===== src/rtl/sram_fifo_ctrl_pkg.sv =====
// Shared constants and helpers for the SRAM-backed show-ahead FIFO controller.
// The output stage is a fixed two-entry queue, so its occupancy fits in two bits.
package sram_fifo_ctrl_pkg;

    localparam int OUT_DEPTH = 2;

    typedef logic [1:0] stage_count_t;

    // Occupancy the output stage will reach once this cycle's pop and SRAM return land.
    function automatic stage_count_t stage_after(
        input stage_count_t count,
        input logic         pending,
        input logic         pop
    );
        return stage_count_t'(count + stage_count_t'(pending) - stage_count_t'(pop));
    endfunction

endpackage


===== src/rtl/sram_fifo_ctrl_out_stage.sv =====
// Two-entry in-order output queue that absorbs the SRAM read latency.
// Entry 0 is the head; a returning word lands behind whatever survives this cycle's pop.
module fifo_out_stage
    import sram_fifo_ctrl_pkg::*;
#(
    parameter int DATA_WIDTH = 32
) (
    input  logic                  clk,
    input  logic                  reset,
    input  logic                  flush,
    input  logic                  append_en,
    input  logic [DATA_WIDTH-1:0] append_data,
    input  logic                  pop,
    output logic [DATA_WIDTH-1:0] head,
    output stage_count_t          count
);

    logic [DATA_WIDTH-1:0] entries [OUT_DEPTH];
    logic                  do_pop;
    stage_count_t          append_pos;
    logic                  append_idx;

    assign do_pop     = pop && (count != 2'd0);
    assign append_pos = count - stage_count_t'(do_pop);
    assign append_idx = append_pos[0];
    assign head       = entries[0];

    always_ff @(posedge clk or posedge reset) begin
        if (reset) begin
            count <= 2'd0;
        end else if (flush) begin
            count <= 2'd0;
        end else begin
            count <= count + stage_count_t'(append_en) - stage_count_t'(do_pop);
        end
    end

    // NOTE: data entries carry no reset; count alone decides which entries are meaningful.
    always_ff @(posedge clk) begin
        if (!flush) begin
            if (do_pop) begin
                entries[0] <= entries[1];
            end
            // A same-cycle append to slot 0 after a pop must win over the shift.
            if (append_en) begin
                entries[append_idx] <= append_data;
            end
        end
    end

endmodule


===== src/rtl/sram_fifo_ctrl.sv =====
// Show-ahead FIFO controller driving one write port and one read port of a synchronous SRAM.
// Owns pointers and occupancy; a two-entry output stage hides the one-cycle read latency.
module sram_fifo_ctrl
    import sram_fifo_ctrl_pkg::*;
#(
    parameter int DATA_WIDTH            = 32,
    parameter int SIZE                  = 64,
    parameter int ALMOST_FULL_THRESHOLD = SIZE - 4,
    parameter int ADDR_WIDTH            = $clog2(SIZE)
) (
    input  logic                  clk,
    input  logic                  reset,
    input  logic                  flush,
    input  logic                  enqueue_en,
    input  logic [DATA_WIDTH-1:0] enqueue_value,
    output logic                  full,
    output logic                  almost_full,
    input  logic                  dequeue_en,
    output logic [DATA_WIDTH-1:0] dequeue_value,
    output logic                  empty,
    output logic                  sram_read_en,
    output logic [ADDR_WIDTH-1:0] sram_read_addr,
    input  logic [DATA_WIDTH-1:0] sram_read_data,
    output logic                  sram_write_en,
    output logic [ADDR_WIDTH-1:0] sram_write_addr,
    output logic [DATA_WIDTH-1:0] sram_write_data
);

    localparam logic [ADDR_WIDTH:0] SIZE_COUNT = (ADDR_WIDTH + 1)'(SIZE);
    localparam logic [ADDR_WIDTH:0] AF_COUNT   = (ADDR_WIDTH + 1)'(ALMOST_FULL_THRESHOLD);

    logic [ADDR_WIDTH-1:0] wr_ptr;
    logic [ADDR_WIDTH-1:0] rd_ptr;
    logic [ADDR_WIDTH:0]   mem_count;
    logic                  read_pending;
    stage_count_t          out_count;
    stage_count_t          stage_next;
    logic                  active;
    logic                  deq;

    // Reset and flush both suppress every strobe so nothing leaks out while state clears.
    assign active = !reset && !flush;

    assign full        = (mem_count == SIZE_COUNT);
    assign almost_full = (mem_count >= AF_COUNT);
    assign empty       = (out_count == 2'd0);

    assign sram_write_en   = active && enqueue_en && !full;
    assign sram_write_addr = wr_ptr;
    assign sram_write_data = enqueue_value;

    assign deq            = active && dequeue_en && (out_count != 2'd0);
    assign stage_next     = stage_after(out_count, read_pending, deq);
    assign sram_read_en   = active && (mem_count != '0) && (stage_next <= 2'd1);
    assign sram_read_addr = rd_ptr;

    // NOTE: sequential state uses non-blocking assignments so every register samples pre-edge values.
    always_ff @(posedge clk or posedge reset) begin
        if (reset) begin
            wr_ptr       <= '0;
            rd_ptr       <= '0;
            mem_count    <= '0;
            read_pending <= 1'b0;
        end else if (flush) begin
            wr_ptr       <= '0;
            rd_ptr       <= '0;
            mem_count    <= '0;
            read_pending <= 1'b0;
        end else begin
            wr_ptr       <= wr_ptr + ADDR_WIDTH'(sram_write_en);
            rd_ptr       <= rd_ptr + ADDR_WIDTH'(sram_read_en);
            mem_count    <= mem_count + (ADDR_WIDTH + 1)'(sram_write_en)
                                      - (ADDR_WIDTH + 1)'(sram_read_en);
            read_pending <= sram_read_en;
        end
    end

    fifo_out_stage #(
        .DATA_WIDTH (DATA_WIDTH)
    ) u_out_stage (
        .clk         (clk),
        .reset       (reset),
        .flush       (flush),
        .append_en   (read_pending),
        .append_data (sram_read_data),
        .pop         (deq),
        .head        (dequeue_value),
        .count       (out_count)
    );

    enqueue_when_full : assert property (@(posedge clk) disable iff (reset || flush)
        !(enqueue_en && full))
        else $warning("enqueue while full dropped");

    dequeue_when_empty : assert property (@(posedge clk) disable iff (reset || flush)
        !(dequeue_en && empty))
        else $warning("dequeue while empty ignored");

    no_address_collision : assert property (@(posedge clk) disable iff (reset)
        !(sram_read_en && sram_write_en && (sram_read_addr == sram_write_addr)));

endmodule


===== config.mk =====
export PLATFORM = sky130hd
export DESIGN_NAME = sram_fifo_ctrl
export DESIGN_NICKNAME = d
export VERILOG_FILES = /design/src/rtl/sram_fifo_ctrl_pkg.sv /design/src/rtl/sram_fifo_ctrl_out_stage.sv /design/src/rtl/sram_fifo_ctrl.sv
export SDC_FILE = /design/constraint.sdc
export NUM_CORES = 1
export LEC_CHECK = 0
export ABC_AREA = 1
export BUFFER_PORTS_ARGS = -buffer_cell sky130_fd_sc_hd__buf_2
export CAP_MARGIN = 10
export CORE_AREA = 2 2 129 143
export CTS_CLUSTER_SIZE = 12
export DETAILED_ROUTE_END_ITERATION = 7
export DIE_AREA = 0 0 131 145
export GPL_ROUTABILITY_DRIVEN = 0
export HOLD_SLACK_MARGIN = 0.03
export PLACE_DENSITY = 0.42
export SETUP_SLACK_MARGIN = 0.02
export SYNTH_ARGS = -nofsm -noshare
export SYNTH_HDL_FRONTEND = slang
export SYNTH_SLANG_ARGS = --single-unit
export TNS_END_PERCENT = 10

===== constraint.sdc =====
create_clock -name clk -period 10.6 [get_ports clk]
set_clock_uncertainty 0.05 [all_clocks]
set_input_delay 2.12 -clock clk [delete_from_list [all_inputs] [get_ports clk]]
set_output_delay 2.12 -clock clk [all_outputs]
set_load 0.02 [all_outputs]

# Word level (Yosys, flattened, before mapping)
# Memories as Yosys holds them, arrays and structs flattened.
# Cells that the tools add are included.
op_classes:
  n_addsub: 8
  order_cmp: 2
  eq_ne: 1
  mux: 11
  n_reduce_logical: 14
op_table:
  columns: ["operator", "n"]
  rows:
  - ["adder 6 x 1 -> 6 bit", 2]
  - ["two-way mux 6 bit", 2]
  - ["logical AND 1 bit", 8]
  - ["adder 7 x 1 -> 7 bit", 1]
  - ["== test 7 bit, second input constant", 1]
  - ["greater-or-equal comparator 7 x 6 -> 1 bit, second input constant", 1]
  - ["two-way mux 1 bit", 7]
  - ["two-way mux 7 bit", 1]
  - ["nonzero test 7 bit", 1]
  - ["subtractor 7 x 1 -> 7 bit", 1]
  - ["subtractor 2 x 1 -> 2 bit", 2]
  - ["logical NOT 1 bit", 3]
  - ["adder 2 x 1 -> 2 bit", 1]
  - ["<= comparator 2 x 1 -> 1 bit, second input constant", 1]
  - ["logical NOT 2 bit", 1]
  - ["two-way mux 2 bit", 1]
  - ["nonzero test 2 bit", 1]
  - ["subtractor 1 bit", 1]
word_totals:
  regBits: 22
  ram_bits: 64
  in_bits: 69
  n_memories: 1
memory_table:
  columns: ["name", "depth", "width", "read_ports", "rd_ports_with_merged_regs", "wr", "line", "rtl"]
  rows:
  - ["u_out_stage.entries", 2, 32, 2, 0, 2, "sram_fifo_ctrl_out_stage.sv:18", "logic [DATA_WIDTH-1:0] entries [OUT_DEPTH];"]

# Depth between registers and ports, before layout
# Gate-level depths: netlist of the first run.
depth:
  ltp_word: 9
  depth_mapped: 19
  depth_no_buf: 19

# Modules after synthesis
# A second synthesis of the first run with hierarchy kept.
hier_totals:
  cells_unflattened: 396
  hier_area_um2: 4361.7
by_module_without_submodules:
  columns: ["mod", "n_inst", "cells_each", "area_each_um2"]
  rows:
  - ["fifo_out_stage", 1, 191, 2746.4]
  - ["sram_fifo_ctrl", 1, 205, 1615.3]

# Worst setup path after synthesis of the first run
# OpenSTA, ideal clock, no wires.
synth_timing:
  path_type: "input to register"
  from: "input port flush"
  to: "memory u_out_stage.entries[1][0] (enable)"
  setup_ns: 0.470
  arrival_ns: 4.790
  required_time_ns: 10.080
  path_slack_ns: 5.289
  cell_stages: 3
  n_path_buf: 1
  cell_sequence: "clkbuf_4 -> nor2_4 -> a21boi_0"
synth_lines:
  columns: ["item", "line", "rtl"]
  rows:
  - ["start: declaration", "sram_fifo_ctrl.sv:13", "input logic flush,"]
  - ["end: declaration", "sram_fifo_ctrl_out_stage.sv:18", null]

# Worst setup path after layout of the first run
layout_timing:
  from: "input port flush"
  to: "output port sram_read_en"
layout_via:
  elab_chain_cells: 7
  elab_cells_between_ends: 8
  classes_between: "add/sub: 1; order compare: 1; reduce/logical: 6"
layout_lines:
  columns: ["item", "line", "rtl"]
  rows:
  - ["logical NOT 1 bit *", null, null]
  - ["logical AND 1 bit *", "sram_fifo_ctrl.sv:42", "assign active = !reset && !flush;"]
  - ["logical AND 1 bit (2 in series)", "sram_fifo_ctrl.sv:52", "assign deq = active && dequeue_en && (out_count != 2'd0);"]
  - ["subtractor 2 x 1 -> 2 bit", "sram_fifo_ctrl_pkg.sv:15", "return stage_count_t'(count + stage_count_t'(pending) - stage_count_t'(pop));"]
  - ["<= comparator 2 x 1 -> 1 bit", "sram_fifo_ctrl.sv:54", "assign sram_read_en = active && (mem_count != '0) && (stage_next <= 2'd1);"]
  - ["logical AND 1 bit *", "sram_fifo_ctrl.sv:54", null]
  - ["end: declaration", "sram_fifo_ctrl.sv:21", "output logic sram_read_en,"]
# Every way passes the cells marked *; elsewhere a longest branch is shown, timed or not.

==> impl_metrics.env, run 1 <==
export IMPL_cts_root_buffer="sky130_fd_sc_hd__clkbuf_16"
export IMPL_vdd_ir_drop_max_v=0.00007011
export IMPL_detailed_routed_wire_length_on_met2_mm=3.718
export IMPL_drt_pre_antenna_iters=4
export IMPL_hpwl_detailed_mm=5.666
export IMPL_yosys_top_cells_count="64 x sky130_fd_sc_hd__edfxtp_1, 64 x sky130_fd_sc_hd__inv_1, 48 x sky130_fd_sc_hd__nand2_1"
export IMPL_synth_area_in_adders_pct=6.518
export IMPL_cts_tree="done"
export IMPL_finalNetCount=518
export IMPL_compound_cell_area_share_of_the_yosys_netlist_pct=8.660
export IMPL_synth_top_cell_by_area="sky130_fd_sc_hd__edfxtp_1"
export IMPL_worst_endpoint_required_ns=8.43
export IMPL_grt_pass1_vias=2592
export IMPL_yosysUniqueCellTypes=26
export IMPL_clock_pin_slew_on_the_worst_setup_and_hold_paths_ns=0.06
export IMPL_m1WireLength_mm=3.791
export IMPL_synth_area_sq_um=4146
export IMPL_relSlewSlack_pct=38.13
export IMPL_first_iter_violations=102
export IMPL_post_route_cells_drive_above_1_share_pct=30.72
export IMPL_worst_pin_slew_ns=0.9270
export IMPL_finalWirelength_mm=8.199
export IMPL_kind_of_path_behind_the_tightest_hold_check="flip-flop to flip-flop"
export IMPL_path_cells="buf_2 -> nor2_4 -> nand2_2 -> nor2_1 -> ha_1 -> o21ai_0 -> nor2_1 -> buf_2"
export IMPL_report_final_slew_viol_count=0
export IMPL_drt_antenna_violating_nets=0
export IMPL_post_synth_xor_area_fraction_pct=0.4225
export IMPL_top_layer="met4"
export IMPL_floorplan_die_area_sq_um=19000
export IMPL_clockBufferDepth=2
export IMPL_worst_path_largest_cell_delay_ns=0.22
export IMPL_grt_overflow=0
export IMPL_critPathArrivalTime_ns=3.41
export IMPL_max_cap_viol_count=0
export IMPL_synth_top_family_by_area="buffers and inverters"
export IMPL_timing_fmax_mhz=179.2
export IMPL_cts_hold_buf=0
export IMPL_slowest_stage="sky130_fd_sc_hd__nor2_1"
export IMPL_floorplan_die_width_um=131
export IMPL_routedWlPerCell_um=12.22
export IMPL_grt_pass1_wl_mm=13.18
export IMPL_die_h_um=145
export IMPL_r2r_slack_ns=7.61
export IMPL_timing_critical_path_from_type="input pin"
export IMPL_yosys_mux_area_fraction_pct=0
export IMPL_cts_htree_levels=3
export IMPL_ys_warnings_count=0
export IMPL_grt_max_degree=66
export IMPL_gr_usage_all_layers_pct=9.021
export IMPL_synth_seq_cells=86
export IMPL_synth_edff_count=64
export IMPL_yosysSeqAreaShare_pct=59.63
export IMPL_floorplan_initialDensity_pct=23.63
export IMPL_total_of_buffers_placed_on_input_and_output_ports=85
export IMPL_io_pin_count=150
export IMPL_synth_ff_type="sky130_fd_sc_hd__edfxtp_1"
export IMPL_yosysTopAreaCellShare_pct=46.35
export IMPL_cts_buffers=9
export IMPL_whs_ns=0.4668
export IMPL_core_area_sq_um=17550
export IMPL_worst_skew_pair_late_latency_ns=0.34
export IMPL_outcome="complete, no violations"
export IMPL_cts_sinks=86
export IMPL_final_setup_viol_count=0
export IMPL_power_density_cell_area_nw_per_um2=199.6
export IMPL_postCtsSetupRepairBufs=0
export IMPL_critPathMaxFanout=11
export IMPL_timing_setup_critical_path_class="input pin to output pin"
export IMPL_synth_simple_area_share_pct=10.86
export IMPL_remaining_drc_errors=0
export IMPL_post_synth_main_area_contributors="sky130_fd_sc_hd__edfxtp_1 46%, sky130_fd_sc_hd__dfrtp_1 13%, sky130_fd_sc_hd__ha_1 6.0%"
export IMPL_antenna_cells=0
export IMPL_power_static_leakage_nw=2.191
export IMPL_syn_nets=461
export IMPL_accumulated_negative_setup_slack_ns=0
export IMPL_synthesis_instances=371
export IMPL_vias_per_cell=3.790
export IMPL_synth_avg_cell_area_sq_um=11.18
export IMPL_num_rows=51
export IMPL_met3RoutedLength_um=569
export IMPL_cts_repair_resized_insts=0
export IMPL_area_growth_syn_to_layout_pct=16.84
export IMPL_hold_viol=0
export IMPL_count_of_vias_placed_by_the_detailed_router=2543
export IMPL_initial_antenna_violation_count=0
export IMPL_post_route_min_period_ns=5.582
export IMPL_ys_async_sr_fraction_pct=25.58
export IMPL_grt_setup_unrepaired="no"
export IMPL_timing_final_crit_share_pct=52.66
export IMPL_worstSetupEndpointType="output pin"
## report_power, final
part | total [mW] | switching (mW) | leakage (nW) | internal (mW)
combinational | 0.256 | 0.167 | 1.18 | 0.0890
sequential | 0.423 | 0.0186 | 0.879 | 0.404
clock | 0.288 | 0.130 | 0.128 | 0.158
## kinds of logic (layout without fill, tap and decap cells)
kind of cell | count (synthesis) | after routing
AO/OA/AOI/OAI | 54 | 54
buffers and inverters | 105 | 167
XOR/XNOR | 2 | 2
flip-flops | 86 | 86
adder cells (fa/ha/maj) | 21 | 21
AND/OR/NAND/NOR | 103 | 103
## cell usage in the layout, fill, tap and decap left out, types with 2 or more instances in the layout
master and n:
sky130_fd_sc_hd__a21oi_1 13, sky130_fd_sc_hd__and2_1 2, sky130_fd_sc_hd__buf_2 85, sky130_fd_sc_hd__buf_4 2, sky130_fd_sc_hd__clkbuf_16 9, sky130_fd_sc_hd__clkinv_1 2
sky130_fd_sc_hd__dfrtp_1 22, sky130_fd_sc_hd__edfxtp_1 64, sky130_fd_sc_hd__ha_1 20, sky130_fd_sc_hd__inv_1 64, sky130_fd_sc_hd__nand2_1 48, sky130_fd_sc_hd__nand2_2 5
sky130_fd_sc_hd__nand3_1 13, sky130_fd_sc_hd__nand4_1 2, sky130_fd_sc_hd__nor2_1 29, sky130_fd_sc_hd__nor2_4 2, sky130_fd_sc_hd__o21ai_0 9, sky130_fd_sc_hd__o21ai_1 7
sky130_fd_sc_hd__o21ai_2 23
## state kept, by name, summed over array words and instances, names as in the netlist
| register | flops |
|---|---|
| read_pending | 1 |
| u_out_stage.entries | 64 |
| u_out_stage.count | 2 |
| sram_write_addr | 6 |
| mem_count | 7 |
| sram_read_addr | 6 |
## critical path, delay by kind of cell
| family | cells | cell delay (ns) |
|---|---|---|
| buffers and inverters | 2 | 0.40 |
| and+or+nand+nor | 4 | 0.60 |
| AOI/OAI and AO/OA | 1 | 0.11 |
| adders and majority gates | 1 | 0.17 |
## final timing paths
kind,end,cells past startpoint,start
max in group asynchronous,mem_count[5],2,reset
min in group asynchronous,sram_read_addr[0],2,reset
hold reg to reg,sram_read_addr[2],1,sram_read_addr[2]
hold / removal,sram_read_addr[2],1,sram_read_addr[2]
setup reg to reg,mem_count[6],17,u_out_stage.count[1]
setup / recovery,sram_read_en,8,flush
## area by class of cell
class                      instances  area, sq um
fill                            1866        12700
sequential                        86         2472
multi-input combinational        180         1127
timing repair buffer              87        440.4
tap                              238        297.8
inverter                          64        240.2
clock buffer                      10        229.0
clock inverter                     6        37.54
## per-stage QoR
stage	instance area [sq um]	power (mW)	util (%)	instances	worst slack (ns)
6_report	4845	0.9668	27.61	671	5.018
5_1_grt	4845	1.042	27.61	671	4.832
4_1_cts	4845	0.9894	27.61	671	4.969
3_5_place_dp	4578	0.6897	26.09	655	4.974
3_3_place_gp	4578	0.6876	26.09	655	5.062
2_1_floorplan	4146	0.6383	-	371	5.289
## layer usage
metal / vias up / track usage, %
met5: - / 0
met2: 85 / 13.99
met3: 11 / 3.134
li1: 1285 / -
met1: 1162 / 11.40
met4: 0 / 3.617
Note: power is estimated with default switching activity, not from simulation.
==> inputs of run 2 (changes only) <==
PLACE_DENSITY = 0.44   (was 0.42)
clock period = 5.05 ns   (was 10.6 ns; I/O delays follow)
==> run 2 against run 1 <==
Compared with the run above: critical path depth unchanged; worst hold slack worse by 0.0030 ns; final area up 0.70%; core utilization up 0.19 points; clock power up 140%; non-clock buffer count unchanged; highest routed layer unchanged; via count up 1.5%; combinational power up 110%; sequential cell count unchanged; register-to-register slack worse by 5.5 ns; largest cell class unchanged.
==> impl_metrics.env, run 2 (synthesis gave the netlist of run 1 again) <==
export IMPL_die_h_um=145
export IMPL_seqCellArea_sq_um=2472
export IMPL_finalWirelength_mm=8.414
export IMPL_accumulated_negative_setup_slack_ns=0
export IMPL_outcome="complete, no violations"
export IMPL_dpl_worst_slack_ns=1.387
export IMPL_worst_pin_slew_ns=0.9118
export IMPL_floorplan_die_area_sq_um=19000
export IMPL_remaining_drc_errors=0
export IMPL_clock_pin_slew_on_the_worst_setup_and_hold_paths_ns=0.06
export IMPL_cts_hold_buf=0
export IMPL_relSlewSlack_pct=39.14
export IMPL_grt_max_degree=66
export IMPL_count_of_vias_placed_by_the_detailed_router=2581
export IMPL_largest_register_ffs=64
export IMPL_core_area_sq_um=17550
export IMPL_num_rows=51
export IMPL_layout_commonest_cell="sky130_fd_sc_hd__buf_2"
export IMPL_gr_usage_all_layers_pct=9.188
export IMPL_initial_antenna_violation_count=0
export IMPL_grt_overflow=0
export IMPL_cts_htree_levels=3
export IMPL_largest_register="u_out_stage.entries"
export IMPL_path_delay_family="simple AND/OR/NAND/NOR gates"
export IMPL_critPathArrivalTime_ns=2.27
export IMPL_cts_root_buffer="sky130_fd_sc_hd__clkbuf_16"
export IMPL_routedWlPerCell_um=12.54
export IMPL_floorplan_initialDensity_pct=23.63
export IMPL_clockBufferDepth=2
export IMPL_multi_input_comb_area_sq_um=1127
export IMPL_grt_pass1_wl_mm=13.32
export IMPL_total_of_buffers_placed_on_input_and_output_ports=85
export IMPL_final_setup_viol_count=0
export IMPL_post_route_cells_drive_above_1_share_pct=31.18
export IMPL_critPathMaxFanout=11
export IMPL_io_pin_count=150
export IMPL_post_route_min_period_ns=3.330
export IMPL_cts_repair_resized_insts=0
export IMPL_postCtsSetupRepairBufs=0
export IMPL_worstSetupEndpointType="output pin"
export IMPL_worst_path_largest_cell_delay_ns=0.21
export IMPL_area_growth_syn_to_layout_pct=17.65
export IMPL_timing_critical_path_from_type="input pin"
export IMPL_vias_per_cell=3.846
export IMPL_kind_of_path_behind_the_tightest_hold_check="flip-flop to flip-flop"
export IMPL_slowest_stage="sky130_fd_sc_hd__nor2_1"
export IMPL_grt_pass1_vias=2554
export IMPL_fillerInstances=1867
export IMPL_timing_fmax_mhz=300.3
export IMPL_cts_buffers=9
export IMPL_drt_antenna_violating_nets=0
export IMPL_path_cells="buf_2 -> nor2_4 -> nand2_2 -> nor2_1 -> ha_1 -> o21ai_0 -> nor2_1 -> buf_2"
export IMPL_finalNetCount=518
export IMPL_hold_viol=0
export IMPL_buffer_and_inverter_count_on_the_worst_path=2
export IMPL_worst_endpoint_required_ns=3.99
export IMPL_cts_sinks=86
export IMPL_layout_common_cells="85 x sky130_fd_sc_hd__buf_2, 64 x sky130_fd_sc_hd__inv_1, 64 x sky130_fd_sc_hd__edfxtp_1"
export IMPL_max_cap_viol_count=0
export IMPL_power_density_cell_area_nw_per_um2=430.9
export IMPL_vdd_ir_drop_max_v=0.0001693
export IMPL_fin_ws_ns=1.720
export IMPL_grt_setup_unrepaired="no"
export IMPL_floorplan_die_width_um=131
export IMPL_hpwl_detailed_mm=5.786
export IMPL_antenna_cells=0
export IMPL_cts_tree="done"
export IMPL_drt_pre_antenna_iters=4
export IMPL_worst_skew_pair_late_latency_ns=0.34
export IMPL_top_registers="u_out_stage.entries x64, mem_count x7"
export IMPL_report_final_slew_viol_count=0
export IMPL_power_static_leakage_nw=2.208
export IMPL_timing_final_crit_share_pct=65.94
export IMPL_first_iter_violations=121
export IMPL_timing_setup_critical_path_class="input pin to output pin"
## run 2: changes by cell type in the layout (fill, tap and decap cells not counted)
cell                        change
sky130_fd_sc_hd__clkinv_1       -2
sky130_fd_sc_hd__bufinv_16      +1
sky130_fd_sc_hd__clkinv_4       +1
sky130_fd_sc_hd__inv_6          -1
sky130_fd_sc_hd__inv_8          +1
## run 2: worst paths after layout
| check | from | to | slack, ns | cells past startpoint |
|---|---|---|---|---|
| worst max-delay path | flush | sram_read_en | 1.72 | 8 |
| worst max register to register | u_out_stage.count[1] | mem_count[4] | 2.12 | 17 |
| max in group asynchronous | reset | sram_read_addr[2] | 3.55 | 2 |
| min in group asynchronous | reset | mem_count[4] | 0.84 | 2 |
| worst min register to register | sram_write_addr[2] | sram_write_addr[2] | 0.46 | 1 |
| worst min-delay path | sram_write_addr[2] | sram_write_addr[2] | 0.46 | 1 |
## run 2: through the flow
step | power (mW) | cell area, sq um | cells | util [%] | hold WS, ns
after floorplan | 1.340 | 4146 | 371 | - | 0.4500
after global routing | 2.263 | 4878 | 671 | 27.80 | 0.4967
after detailed placement | 1.448 | 4578 | 655 | 26.09 | 0.4598
final | 2.102 | 4878 | 671 | 27.80 | 0.4638
after CTS | 2.151 | 4878 | 671 | 27.80 | 0.4708
after global placement | 1.443 | 4578 | 655 | 26.09 | 0.4507
## run 2: where the power goes
group          internal, mW  total [mW]  leakage, nW  switching, mW
sequential            0.848       0.887        0.879         0.0396
combinational         0.187       0.534         1.18          0.347
clock                 0.388       0.681        0.145          0.293
total                  1.42        2.10         2.21          0.680
## run 2: per-layer routing
| metal | up-vias | share of wire [%] | track usage [%] |
|---|---|---|---|
| met5 | - | 0 | 0 |
| met4 | 0 | 1.1 | 3.138 |
| met3 | 9 | 8.3 | 4.204 |
| met2 | 106 | 47 | 14.38 |
| met1 | 1174 | 44 | 11.09 |
| li1 | 1292 | - | - |
## run 2: final cells by class
cell class	instances	area share [%]
clock buffer	10	4.694
clock inverter	6	1.462
inverter	64	4.924
multi-input combinational	180	23.11
sequential	86	50.68
tap	238	6.104
timing repair buffer	87	9.028
